==> config.mk <==
export PLATFORM = sky130hd
export DESIGN_NAME = alu_arbiter
export DESIGN_NICKNAME = d
export VERILOG_FILES = /design/src/rtl/alu_arbiter.sv
export SDC_FILE = /design/constraint.sdc
export NUM_CORES = 1
export LEC_CHECK = 0
export CAP_MARGIN = 20
export CELL_PAD_IN_SITES_DETAIL_PLACEMENT = 0
export CELL_PAD_IN_SITES_GLOBAL_PLACEMENT = 1
export CORE_AREA = 2 2 151 153
export DETAILED_ROUTE_END_ITERATION = 12
export DIE_AREA = 0 0 153 155
export HOLD_SLACK_MARGIN = 0.12
export PLACE_DENSITY = 0.76
export SETUP_SLACK_MARGIN = 0.5
export SYNTH_ARGS = -nofsm -noshare
export SYNTH_HDL_FRONTEND = slang
export SYNTH_SLANG_ARGS = --single-unit
==> constraint.sdc <==
create_clock -name i_clk -period 1.7 [get_ports i_clk]
set_input_delay 0.255 -clock i_clk [delete_from_list [all_inputs] [get_ports i_clk]]
set_output_delay 0.255 -clock i_clk [all_outputs]
set_load 0.05 [all_outputs]
==> src/rtl/alu_arbiter.sv <==
// ============================================================================
// alu_arbiter
// ----------------------------------------------------------------------------
// Shares one combinational integer unit between two requesters:
//   requester 0 = execute stage, requester 1 = address/branch-compare path.
// One request is granted per cycle with round-robin priority. The winner's
// operands drive the integer unit, and the result is captured in a one-entry
// registered response stage with valid/ready backpressure.
//
// Optional feature (compile-time macro ALU_OP_CHECK_EN):
//   When defined, the winner's op is checked at accept. An illegal op is still
//   accepted, but the integer unit sees AluAdd instead. The response carries
//   data=0, zero=1, err=1. When undefined, ops pass through unchanged and
//   o_rsp_err is tied to 0.
//
// Ports
//   i_clk, i_rst          clock; synchronous active-high reset
//   i_req_valid/ready     per-requester handshake (bit n = requester n)
//   i_req_op/imm_sel/imm/rs1/rs2/tag   per-requester payload
//   o_iu_*                operands/op to the external integer unit
//   i_iu_res_data/zero    integer unit result (combinational)
//   o_rsp_*               registered response with valid/ready
// ============================================================================
module alu_arbiter #(
    parameter int XLEN  = 32,
    parameter int TAG_W = 4
) (
    input  logic                       i_clk,
    input  logic                       i_rst,

    input  logic [1:0]                 i_req_valid,
    output logic [1:0]                 o_req_ready,
    input  logic [1:0][3:0]            i_req_op,
    input  logic [1:0]                 i_req_imm_sel,
    input  logic [1:0][XLEN-1:0]       i_req_imm,
    input  logic [1:0][XLEN-1:0]       i_req_rs1,
    input  logic [1:0][XLEN-1:0]       i_req_rs2,
    input  logic [1:0][TAG_W-1:0]      i_req_tag,

    output logic [3:0]                 o_iu_op,
    output logic                       o_iu_imm_sel,
    output logic [XLEN-1:0]            o_iu_imm,
    output logic [XLEN-1:0]            o_iu_rs1,
    output logic [XLEN-1:0]            o_iu_rs2,
    input  logic [XLEN-1:0]            i_iu_res_data,
    input  logic                       i_iu_res_zero,

    output logic                       o_rsp_valid,
    input  logic                       i_rsp_ready,
    output logic                       o_rsp_id,
    output logic [TAG_W-1:0]           o_rsp_tag,
    output logic [XLEN-1:0]            o_rsp_data,
    output logic                       o_rsp_zero,
    output logic                       o_rsp_err
);

    // ------------------------------------------------------------------
    // AluOp encodings (shared with the core's integer unit)
    // ------------------------------------------------------------------
    localparam logic [3:0] ALU_ADD  = 4'd0;
    localparam logic [3:0] ALU_SUB  = 4'd1;
    localparam logic [3:0] ALU_SLT  = 4'd2;
    localparam logic [3:0] ALU_SLTU = 4'd3;
    localparam logic [3:0] ALU_XOR  = 4'd4;
    localparam logic [3:0] ALU_OR   = 4'd5;
    localparam logic [3:0] ALU_AND  = 4'd6;
    localparam logic [3:0] ALU_SLL  = 4'd7;
    localparam logic [3:0] ALU_SRL  = 4'd8;
    localparam logic [3:0] ALU_SRA  = 4'd9;

    // ------------------------------------------------------------------
    // State
    // ------------------------------------------------------------------
    logic                  ptr_q,       ptr_d;        // requester favoured on contention
    logic                  rsp_valid_q, rsp_valid_d;
    logic                  rsp_id_q,    rsp_id_d;
    logic [TAG_W-1:0]      rsp_tag_q,   rsp_tag_d;
    logic [XLEN-1:0]       rsp_data_q,  rsp_data_d;
    logic                  rsp_zero_q,  rsp_zero_d;

    // ------------------------------------------------------------------
    // Arbitration
    // ------------------------------------------------------------------
    logic       can_accept;
    logic [1:0] prio_ok;     // requester would win if it were valid
    logic [1:0] accept;
    logic       any_accept;
    logic       acc_id;
    logic       win_id;

    // The response slot is free when empty or being drained this cycle.
    assign can_accept = !rsp_valid_q || i_rsp_ready;

    // Each ready bit looks only at the *other* requester's valid, so there
    // is never a combinational valid->ready path on the same index. A ready
    // bit may be high for an idle requester; that is harmless because no
    // accept happens without its valid.
    generate
        for (genvar gi = 0; gi < 2; gi++) begin : g_req
            assign prio_ok[gi]     = !i_req_valid[1-gi] || (ptr_q == 1'(gi));
            assign o_req_ready[gi] = !i_rst && can_accept && prio_ok[gi];
            assign accept[gi]      = i_req_valid[gi] && o_req_ready[gi];
        end
    endgenerate

    // At most one accept bit can be set: with both valid only one side has
    // prio_ok, and with one valid only that side can accept.
    assign any_accept = accept[0] || accept[1];
    assign acc_id     = accept[1];

    // Winner for the operand mux. With no valid request this falls back to
    // requester 0; the integer unit result is then simply not captured.
    assign win_id = i_req_valid[1] && (!i_req_valid[0] || ptr_q);

    // ------------------------------------------------------------------
    // Integer unit drive
    // ------------------------------------------------------------------
    logic [3:0] sel_op;

    always_comb begin
        sel_op       = i_req_op[win_id];
        o_iu_imm_sel = i_req_imm_sel[win_id];
        o_iu_imm     = i_req_imm[win_id];
        o_iu_rs1     = i_req_rs1[win_id];
        o_iu_rs2     = i_req_rs2[win_id];
    end

`ifdef ALU_OP_CHECK_EN
    // ------------------------------------------------------------------
    // Illegal-op screening
    // ------------------------------------------------------------------
    logic op_illegal;
    logic rsp_err_q, rsp_err_d;

    always_comb begin
        op_illegal = 1'b1;
        case (sel_op)
            ALU_ADD, ALU_SUB, ALU_SLT, ALU_SLTU, ALU_XOR,
            ALU_OR,  ALU_AND, ALU_SLL, ALU_SRL,  ALU_SRA: op_illegal = 1'b0;
            default:                                      op_illegal = 1'b1;
        endcase
    end

    // Never hand the integer unit an encoding it does not implement.
    assign o_iu_op   = op_illegal ? ALU_ADD : sel_op;
    assign o_rsp_err = rsp_err_q;
`else
    assign o_iu_op   = sel_op;
    assign o_rsp_err = 1'b0;
`endif

    // ------------------------------------------------------------------
    // Response stage and pointer next-state
    // ------------------------------------------------------------------
    always_comb begin
        ptr_d       = ptr_q;
        rsp_valid_d = rsp_valid_q;
        rsp_id_d    = rsp_id_q;
        rsp_tag_d   = rsp_tag_q;
        rsp_data_d  = rsp_data_q;
        rsp_zero_d  = rsp_zero_q;
`ifdef ALU_OP_CHECK_EN
        rsp_err_d   = rsp_err_q;
`endif
        if (any_accept) begin
            // Load (possibly in the same cycle the old response drains).
            rsp_valid_d = 1'b1;
            rsp_id_d    = acc_id;
            rsp_tag_d   = i_req_tag[acc_id];
            rsp_data_d  = i_iu_res_data;
            rsp_zero_d  = i_iu_res_zero;
`ifdef ALU_OP_CHECK_EN
            rsp_err_d   = op_illegal;
            if (op_illegal) begin
                rsp_data_d = '0;
                rsp_zero_d = 1'b1;
            end
`endif
            // Hand priority to the other side even when only one requester
            // is streaming, so a newcomer gets the very next slot.
            ptr_d = !acc_id;
        end else if (i_rsp_ready) begin
            rsp_valid_d = 1'b0;
        end
    end

    always_ff @(posedge i_clk) begin
        if (i_rst) begin
            ptr_q       <= 1'b0;
            rsp_valid_q <= 1'b0;
            rsp_id_q    <= 1'b0;
            rsp_tag_q   <= '0;
            rsp_data_q  <= '0;
            rsp_zero_q  <= 1'b1;
`ifdef ALU_OP_CHECK_EN
            rsp_err_q   <= 1'b0;
`endif
        end else begin
            ptr_q       <= ptr_d;
            rsp_valid_q <= rsp_valid_d;
            rsp_id_q    <= rsp_id_d;
            rsp_tag_q   <= rsp_tag_d;
            rsp_data_q  <= rsp_data_d;
            rsp_zero_q  <= rsp_zero_d;
`ifdef ALU_OP_CHECK_EN
            rsp_err_q   <= rsp_err_d;
`endif
        end
    end

    assign o_rsp_valid = rsp_valid_q;
    assign o_rsp_id    = rsp_id_q;
    assign o_rsp_tag   = rsp_tag_q;
    assign o_rsp_data  = rsp_data_q;
    assign o_rsp_zero  = rsp_zero_q;

endmodule

==> flow_summary_export.csv <==
group,metric,value,unit
outcome,status,"finished with violations",
outcome,violations,"setup timing",
worst_setup_path,critical_path.endpoint,"o_iu_rs2[11]",
sta,max_freq,513,MHz
logic_synthesis,yosysSeqAreaShare,23.1,%
floorplanning,die_y,155,um
clock_tree,clock_path_buffers,2,
logic_synthesis,ys_types,29,
flow_run,max-cap-violations,0,
final_layout,drive_above_1_share,52.6,%
logic_synthesis,yosys.area_share.simple,8.72,%
clock_tree,clk_latency,0.29,ns
clock_tree,cts_tree,"yes",
logic_synthesis,ys_warn_count,0,
floorplanning,die_w,153,um
final_layout,layout.cells.non_filler,1024,
logic_synthesis,synth_mux_area_share,42.5,%
routing,drt_iter0_markers,177,
place,place.gp.congestion,0.828,
worst_setup_path,critPathMaxStageDelay,0.33,ns
place,dpl_cell_area,8640,um2
sta,final-hold-violation-count,0,
clock_tree,clk_pin_slew_worst_paths,0.06,ns
hold_path,min_path_cells,2,
worst_setup_path,critPathLaunchType,"register",
worst_setup_path,worstPathCellList,"nand2b_4 > nand2_8 > buf_12 > buf_12 > buf_8 > mux2_4 > buf_12",
grt,grt_pass1_wl,31800,um
sta,rsz0062_at_grt,"yes",
logic_synthesis,netlist_area,3470,um2
sta,worst_pin_slew,0.587,ns
final_layout,design_area,10100,um2
floorplanning,io_pins,391,
worst_setup_path,reg2reg_from,"ptr_q$_SDFFE_PP0P_",
floorplanning,die_area,23700,um2
final_layout,final_nets,985,
pwr,peakVddDrop,0.468,mV
worst_setup_path,criticalPathCategory,"register to output port",
floorplanning,num_rows,55,
pwr,p_leak,4.21,nW
sta,slew_headroom,60.8,%
grt,grtUsageTotal,17.9,%
worst_setup_path,crit_family,"buffers and inverters",
routing,vias,4477,
place,dp.cells,983,
final_layout,area_growth,192,%
clock_tree,htree_levels,2,
sta,period_share,115,%
sta,setup_viol,101,
grt,antenna_found_initial,5,
clock_tree,cts-root-buf,"clkbuf_16",
worst_setup_path,slowest_stage,"mux2_4",
worst_setup_path,crit_buf_inv,4,
worst_setup_path,worstSetupPathDepth,7,
logic_synthesis,synth_fp_nets,565,
logic_synthesis,synth_top_cell_area_share,38.9,%
worst_setup_path,required,1.44,ns
worst_setup_path,critPathArrivalTime,1.69,ns
final_layout,final_cell_mix,"clkdlybuf4s50_1 (243), buf_12 (109), mux2_4 (101), buf_4 (58), dfxtp_1 (38)",
place,post-dp-hpwl,17200,um
sta,final.min_clock_period,1.95,ns
sta,slew_viol_final,0,
hold_path,hold_path.class,"primary input to register",
clock_tree,ctsHoldBuffers,0,
clock_tree,cts_made_buffers,5,
routing,drcViolationCount,0,
logic_synthesis,synthXorXnorAreaFrac,0,%
grt,grt-ovfl-total,0,
worst_setup_path,crit_path_end_kind,"output port",
worst_setup_path,crit_path_start,"ptr_q$_SDFFE_PP0P_",
logic_synthesis,avgSynthCellArea,11.0,um2
logic_synthesis,ys_top_cells_by_area,"mux2_4 (39%), dfxtp_1 (23%), o31ai_1 (6.9%), buf_12 (5.8%), nand4_1 (5.8%)",
logic_synthesis,synth-seq-cells,40,
logic_synthesis,synth_top_family_by_area,"multiplexers",
floorplanning,floorplan.initialDensity,15.6,%
worst_setup_path,cpMostUsedCell,"buf_12",
routing,wl_per_cell,22.6,um
clock_tree,clock-sinks,40,
logic_synthesis,postSynthCellCount,317,
logic_synthesis,synthAdderAreaFrac,0,%
floorplanning,coreArea,22200,um2
grt,grt_pass1_vias,4483,
grt,grt_max_degree,32,
worst_setup_path,cp_max_fo,4,
routing,wirelength,23100,um
sta,finalClockSkew,0.00584,ns
worst_setup_path,reg2reg_depth,7,
routing,drt_pass1_iterations,5,
sta,setup_tns,-20.89,ns
routing,drt-vias-per-instance,4.37,
routing,ant_nets,0,
logic_synthesis,synth-compound-area-share,15.1,%
final_layout,final_common_cell,"clkdlybuf4s50_1",
logic_synthesis,yosysTopAreaCell,"mux2_4",
pwr,p_per_area,603,nW/um2
sta,setup_ws,-0.250,ns
worst_setup_path,reg2reg_to,"o_rsp_tag[0]$_SDFFE_PP0P_",
worst_setup_path,r2r_setup_slack,0.33,ns
place,numPortBuffers,389,
-- sequential cells by signal, summed over array words and instances (netlist names) --
name         cells
o_rsp_valid      1
o_rsp_zero       1
ptr_q            1
o_rsp_tag        4
o_rsp_id         1
o_rsp_data      32
-- final cells by class --
class | count | area, um2
Antenna cell | 1 | 2.50
Multi-Input combinational cell | 234 | 3000
Timing Repair Buffer | 453 | 5790
Clock buffer | 5 | 125
Clock inverter | 3 | 47.5
Fill cell | 2025 | 12100
Inverter | 3 | 11.3
Tap cell | 285 | 357
Sequential cell | 40 | 806
-- worst min path at each step --
stage	endpoint	start	slack (ns)
2_1_floorplan	o_rsp_data[0]$_SDFFE_PP0P_	i_iu_res_data[0]	0.41
3_3_place_gp	o_rsp_data[23]$_SDFFE_PP0P_	o_rsp_data[23]$_SDFFE_PP0P_	0.45
3_5_place_dp	o_rsp_data[19]$_SDFFE_PP0P_	o_rsp_data[19]$_SDFFE_PP0P_	0.46
4_1_cts	o_rsp_id$_SDFFE_PP0P_	i_rst	0.43
5_1_grt	o_rsp_id$_SDFFE_PP0P_	i_rst	0.50
6_report	o_rsp_id$_SDFFE_PP0P_	i_rst	0.47
-- layer usage --
layer / GRT usage, % / vias up / routed length, um
met2: 30.6 / 208 / 11400
met1: 22.3 / 2164 / 9360
li1: - / 2071 / -
met5: 0 / - / 49
met3: 5.68 / 26 / 1940
met4: 3.70 / 8 / 384
-- synthesized netlist by cell type --
cell / n
nand2_4: 1
clkbuf_1: 12
nand3_1: 5
and2b_1: 1
mux2_2: 11
buf_2: 9
or2_1: 1
mux2_4: 90
nor2_2: 1
a31oi_1: 5
o31ai_1: 32
a21oi_1: 35
conb_1: 1
nand2b_4: 1
a311oi_1: 4
o21ai_0: 7
nand2_1: 1
nand4_1: 32
nand2b_1: 1
inv_1: 3
nor3_1: 2
buf_12: 10
buf_1: 2
buf_4: 6
nor2b_1: 1
dfxtp_1: 40
nor4_1: 1
a211oi_1: 1
buf_6: 1
-- metrics by stage --
stage | worst slack (ns) | power (W) | hold WS (ns) | utilization [%]
CTS | -0.263 | 0.00602 | 0.429 | 43.7
floorplan | 0.144 | 0.00279 | 0.405 | -
global placement | -0.427 | 0.00457 | 0.455 | 38.9
global route | -0.299 | 0.00629 | 0.498 | 45.6
finish | -0.250 | 0.00611 | 0.465 | 45.6
detailed placement | -0.409 | 0.00457 | 0.462 | 38.9
-- cells by family (layout without fill, tap and decap cells) --
| family | Yosys count | in the layout |
|---|---|---|
| and+or+nand+nor | 48 | 48 |
| DFF | 40 | 40 |
| other | 1 | 2 |
| buffers and inverters | 43 | 464 |
| AOI/OAI and AO/OA | 84 | 84 |
| muxes | 101 | 101 |
-- where the power goes --
group | total, W | switching, W | internal [W] | leakage (nW)
clock network | 0.00110 | 0.000406 | 0.000698 | 0.0840
logic | 0.00395 | 0.00188 | 0.00207 | 3.80
registers | 0.00105 | 0.0000559 | 0.000995 | 0.329
total | 0.00611 | 0.00234 | 0.00377 | 4.21
-- repair_timing --
action	4_1_cts	5_1_grt
cloned	10	2
resized for setup	106	62
setup endpoints to repair	142	144
setup buffers	15	5
pin swaps	55	15
(Power assumes the default switching activity.)
